## src/rtl/lbist_session_ctrl.sv

```systemverilog
// lbist_session_ctrl: golden + N_FAULTS fault-injection LBIST session sequencer; LBIST_TIMEOUT_EN adds the RUN watchdog.
module lbist_session_ctrl #(
  parameter int ERR_BITS   = 8,
  parameter int N_CH       = 4,
  parameter int N_FAULTS   = 6,
  parameter int FAULT_BITS = 3,
  parameter int TO_BITS    = 10
) (
  input  logic                  clk,
  input  logic                  rst,
  input  logic                  start,
  input  logic [N_CH-1:0]       ch_mask,
  input  logic                  TPG_E,
  input  logic [N_CH-1:0]       ORA_R,
  output logic                  SES_R,
  output logic                  TPG_R,
  output logic                  FIC_I,
  output logic [FAULT_BITS-1:0] FIC_IDX,
  output logic [ERR_BITS-1:0]   ERR,
  output logic [ERR_BITS-1:0]   DET,
  output logic                  GOLD_F,
  output logic                  TO,
  output logic                  busy,
  output logic                  done
);
  localparam logic [2:0] IDLE = 3'd0, INIT = 3'd1, RUN = 3'd2, EVAL = 3'd3, DONE = 3'd4;
  localparam logic [ERR_BITS-1:0] SAT = '1;
  localparam logic [FAULT_BITS-1:0] LAST = FAULT_BITS'(N_FAULTS);
  logic [2:0] state;
  logic [N_CH-1:0] mask;
  logic sticky;
  logic hit;
  logic fin;
  logic expire;
  logic launch;
  assign hit    = |(ORA_R & mask);
  assign fin    = FIC_IDX >= LAST;
  assign launch = (state == IDLE || state == DONE) && start;
`ifdef LBIST_TIMEOUT_EN
  // Abort on the (2^TO_BITS-1)th RUN cycle without TPG_E; wd holds completed RUN cycles.
  localparam logic [TO_BITS-1:0] WD_LAST = {{(TO_BITS-1){1'b1}}, 1'b0};
  logic [TO_BITS-1:0] wd;
  logic to_q;
  assign expire = wd == WD_LAST;
  assign TO     = to_q;
  always_ff @(posedge clk) begin
    if (rst) begin
      wd   <= '0;
      to_q <= 1'b0;
    end else begin
      wd   <= state == INIT ? '0 : state == RUN ? wd + 1'b1 : wd;
      to_q <= launch ? 1'b0 : (state == RUN && !TPG_E && expire) ? 1'b1 : to_q;
    end
  end
`else
  assign expire = 1'b0;
  assign TO     = 1'b0;
`endif
  assign SES_R = state == INIT;
  assign TPG_R = state == INIT;
  assign FIC_I = state == EVAL && !fin;
  assign busy  = state == INIT || state == RUN || state == EVAL;
  assign done  = state == DONE;
  always_ff @(posedge clk) begin
    if (rst) begin
      state   <= IDLE;
      mask    <= '1;
      sticky  <= 1'b0;
      FIC_IDX <= '0;
      ERR     <= '0;
      DET     <= '0;
      GOLD_F  <= 1'b0;
    end else begin
      case (state)
        IDLE, DONE: if (start) begin
          mask    <= ch_mask;
          FIC_IDX <= '0;
          ERR     <= '0;
          DET     <= '0;
          GOLD_F  <= 1'b0;
          state   <= INIT;
        end
        INIT: begin
          sticky <= 1'b0;
          state  <= RUN;
        end
        RUN: begin
          sticky <= sticky | hit;
          if (TPG_E) state <= EVAL;
          else if (expire) state <= DONE;
        end
        EVAL: begin
          if (FIC_IDX == '0) GOLD_F <= sticky;
          else if (sticky) DET <= DET == SAT ? DET : DET + 1'b1;
          else ERR <= ERR == SAT ? ERR : ERR + 1'b1;
          if (fin) state <= DONE;
          else begin
            FIC_IDX <= FIC_IDX + 1'b1;
            state   <= INIT;
          end
        end
        default: state <= IDLE;
      endcase
    end
  end
endmodule

```

## config.mk

```make
export PLATFORM = sky130hd
export DESIGN_NAME = lbist_session_ctrl
export DESIGN_NICKNAME = d
export VERILOG_FILES = /design/src/rtl/lbist_session_ctrl.sv
export SDC_FILE = /design/constraint.sdc
export NUM_CORES = 1
export LEC_CHECK = 0
export BUFFER_PORTS_ARGS = -buffer_cell sky130_fd_sc_hd__buf_2
export CAP_MARGIN = 20
export CORE_MARGIN = 4
export CORE_UTILIZATION = 47
export CTS_CLUSTER_SIZE = 24
export DETAILED_ROUTE_END_ITERATION = 16
export GPL_TIMING_DRIVEN = 0
export PLACE_DENSITY = 0.83
export SLEW_MARGIN = 20
export SYNTH_ARGS = -nofsm -noshare
export SYNTH_HDL_FRONTEND = slang
export SYNTH_SLANG_ARGS = --single-unit
```

## constraint.sdc

```tcl
create_clock -name clk -period 1.6 [get_ports clk]
set_input_delay 0 -clock clk [delete_from_list [all_inputs] [get_ports clk]]
set_output_delay 0 -clock clk [all_outputs]
set_load 0.1 [all_outputs]
```

==> results_dict.tcl <==
set metrics [dict create \
    clock_sinks 28 \
    grt_max_degree 16 \
    first_pass_iters 4 \
    num-fill-cells 223 \
    arrival_ns 2.03 \
    wl_mm 3.790 \
    track_usage 0.1863 \
    area_delta_synth_final_pct 46.26 \
    synth_enable_flop_cells 0 \
    postPlaceCellArea_um2 1841 \
    crit_path_frequent_cell "buf_6" \
    met2_length_mm 1.952 \
    worstSkewPairLatency_ns 0.33 \
    violations "negative setup slack" \
    cts_max_path_buffers 2 \
    maxCapViolations 0 \
    die_height_um 64.31 \
    crit_buf_inv 2 \
    syn-num-nets 193 \
    numCtsBuffers 3 \
    async_reset_ff_frac 0 \
    fmax_ghz 0.5673 \
    synth_warnings 0 \
    path_class "flip-flop to flip-flop" \
    crit_chain "buf_6, and3b_1, buf_6, nand2_4, o31a_4, or4_1, a21oi_1" \
    maxSlewViolCount 0 \
    rows 20 \
    cp.required_ns 1.87 \
    fin_cells 278 \
    start_util 0.4881 \
    post_drt_wl_per_cell_um 13.63 \
    p_leak_nw 0.9249 \
    dp_cells 256 \
    drt_iter0_drc 67 \
    antenna_left 0 \
    num_antenna_cells 0 \
    synth_flop_cell "dfxtp_1" \
    io_pins 38 \
    ys_seq_area_frac 0.3762 \
    fin_nets 252 \
    port_buffers 36 \
    die_w_um 64.31 \
    multiInputGateArea_um2 1010 \
    critPathSlowestCell "or4_1" \
    htreeDepth 1 \
    highest_layer "met4" \
    cts_tree "done" \
    slowest_delay_ns 0.39 \
    path_max_fanout 8 \
    post-place-ws_ns -0.4828 \
    outcome "finished with violations" \
    slew_headroom 0.5780 \
    end_kind "flip-flop" \
    hpwl_mm 2.465 \
    hold_slack_ns 0.05039 \
    hp-class "input pin to flip-flop" \
    critPathLaunchType "flip-flop" \
    setup_viol 10 \
    period_share 1.102 \
    stdcell_area_um2 2180 \
    dieArea_um2 4136 \
    core-area_um2 3053 \
    regArea_um2 603.1 \
    remaining_drc_errors 0 \
    vias_per_cell 5.471 \
    grt_pass1_vias 1440 \
    finalHoldViolations 0 \
    ys_seq_elements 28 \
    finClkSkew_ns 0.001772 \
    place_congestion 0.8311 \
    avgSynthCellArea_um2 8.467 \
    timing.setup.tns_ns -0.8716 \
    fin_ws_ns -0.1626 \
    drive_gt1_frac 0.5000 \
    ir_drop_mv 0.7950 \
    crit_family "simple AND/OR/NAND/NOR gates" \
    met3WireLength_um 196 \
    met1_length_mm 1.615 \
    root_buffer "clkbuf_4" \
    power_density_nw_per_um2 886.7 \
    antenna_found_initial 0 \
    clk_pin_slew_ns 0.15 \
    syn_inst 176 \
    fin_crit_ns 1.763 \
    synth_cell_types 49 \
    total_power_mw 1.933 \
    tightest_slew_ns 0.6330 \
    dr_total_vias 1521 \
    syn-cell-area_um2 1490 \
    grt_first_pass_wirelength_mm 6.251 \
    grt_overflow 0 \
    final_core_util 0.7139 \
    rsz0062_at_grt "yes" \
]
-- cells in the mapped netlist, types with 2 or more instances --
cell type   n  area, um^2
o21ai_0    16       80.08
ha_1        5       62.56
buf_6       3       33.78
mux2i_1     6       60.06
nand2_1    14       52.55
nor2_1     19       71.32
and3_1      7       43.79
nor3_1      7       35.03
clkbuf_1    2       7.510
o21a_1      2       15.01
nand3b_1    2       15.01
buf_4       4       30.03
or3b_1      3       26.28
nor3b_1     2       15.01
or4_1       2       15.01
a31oi_1     2       12.51
dfxtp_1    28       560.5
a21oi_1    14       70.07
nand3_1     5       25.02
inv_1       3       11.26
nand4_1     2       12.51
-- report_power, final --
part           switching [mW]  leakage [nW]  internal, mW
logic                   0.507         0.664         0.293
registers              0.0475         0.240         0.733
clock network           0.213        0.0210         0.139
total                   0.767         0.925          1.17
-- registers in the layout, summed over array words and instances (netlist names) --
name     cells
mask         4
FIC_IDX      3
GOLD_F       1
ERR          8
sticky       1
DET          8
state        3
-- path summary, 6_finish.rpt --
path         startpoint  endpoint  slack, ns  cells past startpoint
max            state[1]    ERR[4]      -0.16                      7
min               TPG_E  state[0]       0.05                      5
max reg2reg    state[1]    ERR[4]      -0.16                      7
min reg2reg      ERR[7]    ERR[7]       0.47                      1
-- cells by family after synthesis --
group                    share of synthesized area
multiplexers                               0.04030
AO/OA/AOI/OAI                               0.2066
buffers and inverters                      0.06129
other                                     0.002516
flip-flops                                  0.3762
AND/OR/NAND/NOR                             0.2595
XOR/XNOR                                   0.01176
adder cells (fa/ha/maj)                    0.04198
-- layer usage --
layer,global-route usage,vias up
met5,0,-
met4,0.04749,0
met3,0.04394,4
met2,0.3325,47
met1,0.2225,717
li1,-,753
-- repair_timing --
action,CTS,global route
setup endpoints to repair,17,20
pin swaps,12,16
hold endpoints to repair,7,0
resized for setup,20,21
hold buffers,6,0
buffers inserted,8,7
-- cell type report --
| class | count | area share |
|---|---|---|
| timing repair buffer | 56 | 0.1745 |
| clock buffer | 4 | 0.01665 |
| inverter | 3 | 0.007463 |
| buffer | 8 | 0.03617 |
| tap | 44 | 0.02526 |
| sequential | 28 | 0.2767 |
| multi-input combinational | 135 | 0.4633 |
-- layout by cell type (no fill, tap or decap), types with 2 or more instances in the layout --
cell            n
dlygate4sd3_1   6
buf_12          2
a21oi_2         4
nand4_1         2
clkbuf_4        5
nand2_1        14
a31oi_1         2
nor2_1         12
ha_4            2
inv_4           2
nor3_1          5
buf_6           7
mux2i_1         6
o21ai_0        15
a21oi_1        10
and3_1          7
dfxtp_2        16
dfxtp_4         6
nor2_2          4
nand3b_1        2
or3b_1          3
ha_1            2
buf_4          11
dfxtp_1         6
nand3_1         4
buf_2          33
nor2_4          3
-- worst register-to-register path, cell delays in order, from the launching register on --
cell and delay, ns:
dfxtp_2 0.35, buf_6 0.13, and3b_1 0.17, buf_6 0.12
nand2_4 0.07, o31a_4 0.33, or4_1 0.39, a21oi_1 0.14
Power figures use the tool's default switching activity.
